**config.mk**
```make
export PLATFORM = sky130hd
export DESIGN_NAME = i2s_adc_receiver
export DESIGN_NICKNAME = d
export VERILOG_FILES = /design/src/rtl/i2s_adc_receiver.sv
export SDC_FILE = /design/constraint.sdc
export NUM_CORES = 1
export LEC_CHECK = 0
export ABC_AREA = 1
export ABC_CLOCK_PERIOD_IN_PS = 3100
export CAP_MARGIN = 0
export CORE_UTILIZATION = 50
export CTS_BUF_LIST = sky130_fd_sc_hd__clkbuf_4
export CTS_CLUSTER_SIZE = 40
export DETAILED_ROUTE_END_ITERATION = 10
export PLACE_DENSITY = 0.75
export SLEW_MARGIN = 30
export SYNTH_ARGS = -nofsm -noshare
export SYNTH_HDL_FRONTEND = slang
export SYNTH_SLANG_ARGS = --single-unit
```
**constraint.sdc**
```tcl
create_clock -name clk -period 3.1 [get_ports clk]
set_input_delay 0.465 -clock clk [delete_from_list [all_inputs] [get_ports clk]]
set_output_delay 0.465 -clock clk [all_outputs]
set_load 0.005 [all_outputs]
```
**src/rtl/i2s_adc_receiver.sv**
```systemverilog
// i2s_adc_receiver
//   Deserialises a codec-mastered I2S ADC stream into parallel left/right words.
//   All codec pins are asynchronous. They are synchronised and oversampled in the clk domain.
// Ports
//   clk, rst        system clock, synchronous active-high reset
//   aud_bclk        codec bit clock (async)
//   aud_adclrck     codec frame clock, 0 = left half, 1 = right half (async)
//   aud_adcdat      codec serial data, MSB first (async)
//   sample_l/_r     last complete left/right word
//   sample_out      sample_l (CHANNEL=0) or sample_r (CHANNEL=1)
//   sample_valid    1-clk pulse per complete stereo pair
//   link_ok         frames arriving; drops after LRCK_TIMEOUT clks without an LRCK edge
//   frame_err       1-clk pulse when a half-frame ends before DATA_WIDTH bits
module i2s_adc_receiver #(
    parameter int DATA_WIDTH   = 16,
    parameter int CHANNEL      = 0,
    parameter int SYNC_STAGES  = 2,
    parameter int LRCK_TIMEOUT = 2048
) (
    input  logic                  clk,
    input  logic                  rst,
    input  logic                  aud_bclk,
    input  logic                  aud_adclrck,
    input  logic                  aud_adcdat,
    output logic [DATA_WIDTH-1:0] sample_l,
    output logic [DATA_WIDTH-1:0] sample_r,
    output logic [DATA_WIDTH-1:0] sample_out,
    output logic                  sample_valid,
    output logic                  link_ok,
    output logic                  frame_err
);
    localparam int CW = $clog2(DATA_WIDTH + 1);
    localparam int TW = $clog2(LRCK_TIMEOUT + 1);

    typedef enum logic [1:0] {S_SEARCH, S_DELAY, S_SHIFT, S_HOLD} state_t;

    state_t                r_state, w_state_nxt;
    logic [SYNC_STAGES-1:0] r_bclk_sync, r_lrck_sync, r_dat_sync;
    logic                  r_bclk_prev;
    logic                  r_lrck_last;
    logic                  r_chan;       // channel of the half currently being received
    logic [CW-1:0]         r_bit_cnt;
    logic [DATA_WIDTH-1:0] r_shift;
    logic                  r_left_done;
    logic                  r_pend;       // right word committed after a left word
    logic [TW-1:0]         r_to_cnt;

    logic                  w_bclk_rise, w_lrck, w_dat, w_lr_edge, w_to_hit;
    logic                  w_shifting, w_commit, w_frame_err;
    logic [DATA_WIDTH-1:0] w_shift_nxt;

    assign w_bclk_rise = r_bclk_sync[SYNC_STAGES-1] & ~r_bclk_prev;
    assign w_lrck      = r_lrck_sync[SYNC_STAGES-1];
    assign w_dat       = r_dat_sync[SYNC_STAGES-1];
    assign w_lr_edge   = w_bclk_rise && (w_lrck != r_lrck_last);
    // Fires on the clk the counter would step onto LRCK_TIMEOUT; an edge that clk wins.
    assign w_to_hit    = !w_lr_edge && (r_to_cnt == TW'(LRCK_TIMEOUT - 1));

    // The lr_edge bclk_rise is the I2S delay slot, so the first rise seen in DELAY is the MSB.
    assign w_shifting  = w_bclk_rise && !w_lr_edge && !w_to_hit &&
                         (r_state == S_DELAY || r_state == S_SHIFT);
    assign w_shift_nxt = {r_shift[DATA_WIDTH-2:0], w_dat};
    assign w_commit    = w_shifting && (r_bit_cnt == CW'(DATA_WIDTH - 1));
    assign w_frame_err = w_lr_edge && (r_state == S_DELAY || r_state == S_SHIFT);

    assign sample_out  = (CHANNEL == 0) ? sample_l : sample_r;

    always_comb begin
        w_state_nxt = r_state;
        if (w_to_hit) begin
            w_state_nxt = S_SEARCH;
        end else if (w_lr_edge) begin
            // From SEARCH, only the start of a left half locks the receiver.
            if (r_state != S_SEARCH || !w_lrck) w_state_nxt = S_DELAY;
        end else if (w_shifting) begin
            w_state_nxt = w_commit ? S_HOLD : S_SHIFT;
        end
    end

    always_ff @(posedge clk) begin
        if (rst) begin
            r_state      <= S_SEARCH;
            r_bclk_sync  <= '0;
            r_lrck_sync  <= '0;
            r_dat_sync   <= '0;
            r_bclk_prev  <= 1'b0;
            r_lrck_last  <= 1'b0;
            r_chan       <= 1'b0;
            r_bit_cnt    <= '0;
            r_shift      <= '0;
            r_left_done  <= 1'b0;
            r_pend       <= 1'b0;
            r_to_cnt     <= '0;
            sample_l     <= '0;
            sample_r     <= '0;
            sample_valid <= 1'b0;
            link_ok      <= 1'b0;
            frame_err    <= 1'b0;
        end else begin
            r_state      <= w_state_nxt;
            r_bclk_sync  <= {r_bclk_sync[SYNC_STAGES-2:0], aud_bclk};
            r_lrck_sync  <= {r_lrck_sync[SYNC_STAGES-2:0], aud_adclrck};
            r_dat_sync   <= {r_dat_sync[SYNC_STAGES-2:0], aud_adcdat};
            r_bclk_prev  <= r_bclk_sync[SYNC_STAGES-1];
            sample_valid <= 1'b0;
            frame_err    <= w_frame_err;

            if (w_bclk_rise) r_lrck_last <= w_lrck;

            if (w_lr_edge)
                r_to_cnt <= '0;
            else if (r_to_cnt != TW'(LRCK_TIMEOUT))
                r_to_cnt <= r_to_cnt + TW'(1);

            if (w_lr_edge) begin
                r_chan    <= w_lrck;
                r_bit_cnt <= '0;
                // A cut-short right half invalidates the pending left word.
                if (w_frame_err && r_chan) r_left_done <= 1'b0;
            end

            if (w_shifting) begin
                r_shift   <= w_shift_nxt;
                r_bit_cnt <= r_bit_cnt + CW'(1);
            end

            if (w_commit) begin
                if (!r_chan) begin
                    sample_l    <= w_shift_nxt;
                    r_left_done <= 1'b1;
                end else begin
                    sample_r    <= w_shift_nxt;
                    r_pend      <= r_left_done;
                end
            end

            if (r_pend) begin
                sample_valid <= 1'b1;
                link_ok      <= 1'b1;
                r_left_done  <= 1'b0;
                r_pend       <= 1'b0;
            end

            if (w_to_hit) begin
                link_ok     <= 1'b0;
                r_left_done <= 1'b0;
                r_pend      <= 1'b0;
            end
        end
    end
endmodule

```
# Yosys cells after proc, flatten, opt, wreduce, memory -nomap -nowiden
# Cells that the tools add are included.
# Widths: inputs -> output; s select.
# totals
regBits,80
latch_bits,0
mem_bits_rw,0
mem_bits_ro,0
input_bits,5
out_inout_bits,51
elab_cells,63
mem_count,0
# op_classes
add_sub_neg,2
multipliers,0
div,0
magnitude_cmp,0
n_eq_ne,7
shifts,0
muxes,11
bitwise,4
reduce_logical,22
# op_table
op,n
$add 12x1->12 const B,1
$eq 12x11->1 const B,1
$ne 12x12->1 const B,1
$mux 5,2
$logic_and 1x1->1,8
$mux 1,6
$mux 2,3
$reduce_and 2->1,3
$add 5x1->5 const B,1
$eq 5x4->1 const B,1
$reduce_or 5->1,1
$reduce_bool 2->1,2
$reduce_or 2->1,2
$logic_not 1->1,3
$not 1->1,3
$reduce_or 3->1,1
$eq 2x1->1 const B,1
$eq 2x2->1 const B,1
$logic_or 1x1->1,2
$ne 2x1->1 const B,1
$and 1x1->1,1
$ne 1x1->1,1

# Longest topological paths before layout
# logic_depth
depth_word,12
depth_mapped,10

# Worst setup path before layout
# OpenSTA, ideal clock, no wires.
# synth_timing
path_kind,register to register
startpoint,register r_bit_cnt[0]
endpoint,register sample_r[10]
setup_time_ps,113
arrival_ps,1418
path_slack_ps,1570
path_stages_with_launch,9
path_buffers,1
path_cell_list,dfxtp_1 ha_1 inv_1 nor3_1 ha_1 nand4_4 buf_2 nor2_1 nor2_1
# synth_between
elab_chain_len,3
# synth_rtl
item,line,rtl
"start, declared",42,logic [CW-1:0] r_bit_cnt;
"start signal, assigned",124,r_bit_cnt <= r_bit_cnt + CW'(1);
$eq 5x4->1,63,assign w_commit = w_shifting && (r_bit_cnt == CW'(DATA_WIDTH - 1));
$logic_and 1x1->1,63,
$reduce_and 2->1 (no source line),-,
"end signal, assigned",132,sample_r <= w_shift_nxt;
"end, declared",26,"output logic [DATA_WIDTH-1:0] sample_r,"
# Every way passes these cells.
# A chain may end at the register's enable or synchronous reset.

# Worst setup path in the final report
# layout_timing
startpoint,register r_bit_cnt[0]
endpoint,register sample_l[12]
# layout_between
elab_chain_len,3
# layout_rtl
item,line,rtl
$eq 5x4->1,63,
$logic_and 1x1->1,63,
$reduce_and 2->1 (no source line),-,
"end signal, assigned",129,sample_l <= w_shift_nxt;
"end, declared",25,"output logic [DATA_WIDTH-1:0] sample_l,"
# Every way passes these cells.

==> results.toml <==
[grt]
grt_max_degree = 43
antenna_found_initial = 0
grt_pass1_vias = 2517
grt_overflow = 0
grt_usage_pct = 18.2
grt_pass1_wl_um = 10500

[finish]
layout_commonest_cell = "nor2_1"
antenna_cells = 0
final_cell_mix = "114 x nor2_1, 97 x nand2_1, 80 x dfxtp_1"
area_growth_pct = 15.9
multi_input_area_sq_um = 1390
drive_above_1_share_pct = 6.40
seqCellArea_sq_um = 1600
final_nets = 522
finalInstanceArea_sq_um = 4030
fillers = 628

[power]
seqPwrFrac_pct = 62.7
power.internal_mw = 1.30
comb_power_share_pct = 3.1
switchingPower_mw = 0.363
cellLeakagePower_nw = 1.82
power_density_nw_per_um2 = 412
switching_share_pct = 21.9
pwr-share-clk_pct = 34.2
peakVddDrop_uv = 314

[clock_tree]
postCtsSetupRepairBufs = 0
ctsResizeCount = 0
cts_hold_buf = 0
numCtsBuffers = 9
cts-root-buf = "clkbuf_4"
cts-htree-levels = 3
clkSinkCount = 80
tritoncts = "built"
clk_latency_ns = 0.41
clk_pin_slew_ns = 0.12
cts_buffer_depth = 2

[synthesis]
ys_seq_elements = 80
synthFlopType = "dfxtp_1"
synth_edf_count = 0
synth_nets = 486
avgSynthCellArea_sq_um = 7.30
async_flop_share_pct = 0
synthCells = 476
synth-seq-area-share_pct = 46.1
ys_types = 31
ys_warn_count = 0
synth_area_sq_um = 3480

[die]
die_w_um = 85.4
core_area_sq_um = 6760
fp.dieH_um = 85.4
die_area_sq_um = 7290
start_util_pct = 51.4
ios = 56
rows = 30

[timing]
holdWs_ns = 0.405
slew_viol_final = 0
post-route-period-util_pct = 63.2
setup_violations = 0
hold_violations = 0
slew_headroom_pct = 67.0
worstMarginPinSlew_ns = 0.494
max_freq_ghz = 0.511
rsz0062_at_grt = "no"
finalCriticalPeriod_ns = 1.96
fin_worst_skew_ns = 0.0131
tns_ns = 0

[run]
cap_violations = 0

[setup_path]
critPathLaunchType = "register"
required_ns = 3.41
crit_path_start = "r_bit_cnt[0]"
crit_arrival_ns = 2.26
r2r-start = "r_bit_cnt[0]"
path_class = "register to register"
critPathMaxFanout = 33
worst_setup_path_end_kind = "register"

[route]
drtPass1Iterations = 4
via_per_inst = 4.66
drt_wl_total_um = 5990
dr_total_vias = 2779
drt-wirelength-per-cell_um = 10.0
drc = 0
drt_iter0_drc = 148
ant_nets = 0

[placed_design]
place_area_sq_um = 3910
gp_congestion = 0.860
port-buffer-count = 55
hpwl_um = 4080

[outcome]
status = "finished, final reports clean"

[worst_hold_path]
min_path_type = "register to register"
min-delay-start = "r_dat_sync[0]"
==> layout make-up <==
class                           count  area share, %
Inverter                           69           6.49
Timing Repair Buffer               56           13.8
Clock inverter                      5           1.21
Tap cell                           80           2.48
Clock buffer                       10           1.86
Multi-Input combinational cell    296           34.4
Sequential cell                    80           39.7
==> power by group through the flow <==
stage,Clock (mW),Combinational (mW),Sequential (mW)
after floorplan,0,0.0385,1.06
after global placement,0,0.0499,1.06
after detailed placement,0,0.0515,1.06
after CTS,0.589,0.0517,1.04
after global routing,0.639,0.0598,1.04
final,0.568,0.0511,1.04
==> through the flow <==
stage               std cells  utilization, %  setup WS, ns  total power, mW
floorplan                 476               -          1.57             1.10
global placement          581            57.8         0.992             1.11
detailed placement        581            57.8         0.918             1.12
CTS                       596            59.6          1.14             1.68
global route              596            59.6         0.935             1.74
finish                    596            59.6          1.14             1.66
==> final timing paths <==
check / end / slack [ns] / cells after the start
max: sample_l[12] / 1.14 / 7
min: r_dat_sync[1] / 0.40 / 2
max reg2reg: sample_l[12] / 1.14 / 7
min reg2reg: r_dat_sync[1] / 0.40 / 2
==> per-layer routing <==
metal	vias to the layer above	GRT usage [%]	part of all wire (%)
met5	-	0	0
met4	0	5.45	1.2
met3	5	6.13	4.1
met2	53	32.5	46
met1	1218	20.6	48
li1	1503	-	-
==> cells by family (layout without fill, tap and decap cells) <==
| logic type | count (synthesis) | after routing | share of synthesized area (%) |
|---|---|---|---|
| DFF | 80 | 80 | 46.1 |
| and+or+nand+nor | 244 | 244 | 30.5 |
| buffers and inverters | 100 | 140 | 14.1 |
| adders and majority gates | 5 | 5 | 1.80 |
| AOI/OAI and AO/OA | 45 | 45 | 7.06 |
| xor gates and xnor gates | 2 | 2 | 0.504 |
==> cells in the mapped netlist (2+ instances only) <==
cell | n | share of area [%]
nor2_1 | 114 | 12
nor3_2 | 2 | 0.58
nand4_1 | 2 | 0.36
xor2_1 | 2 | 0.50
buf_6 | 6 | 1.9
nand3_4 | 2 | 1.0
nor2_4 | 2 | 0.65
buf_2 | 2 | 0.29
clkbuf_1 | 6 | 0.65
nand2_2 | 3 | 0.54
o21ai_0 | 25 | 3.6
dfxtp_1 | 80 | 46
nand4_4 | 2 | 1.2
a21oi_1 | 16 | 2.3
nor3_1 | 5 | 0.72
inv_2 | 3 | 0.32
inv_1 | 65 | 7.0
buf_4 | 17 | 3.7
nand3_1 | 10 | 1.4
nand2_1 | 97 | 10
ha_1 | 5 | 1.8
==> worst max-delay path, stage by stage (launching register included) <==
cell and delay (ns):
dfxtp_1 0.41, ha_1 0.18, inv_1 0.05, nor3_1 0.14
ha_1 0.32, nand4_4 0.43, nor2_1 0.24, nor2_1 0.08
==> registers in the layout, summed over array words and instances, names as in the netlist, 2 cells and up <==
register     count
r_state          2
r_lrck_sync      2
r_bclk_sync      2
sample_r        16
sample_l        16
r_bit_cnt        5
r_shift         15
r_dat_sync       2
r_to_cnt        12
Note: power is estimated with default switching activity, not from simulation.
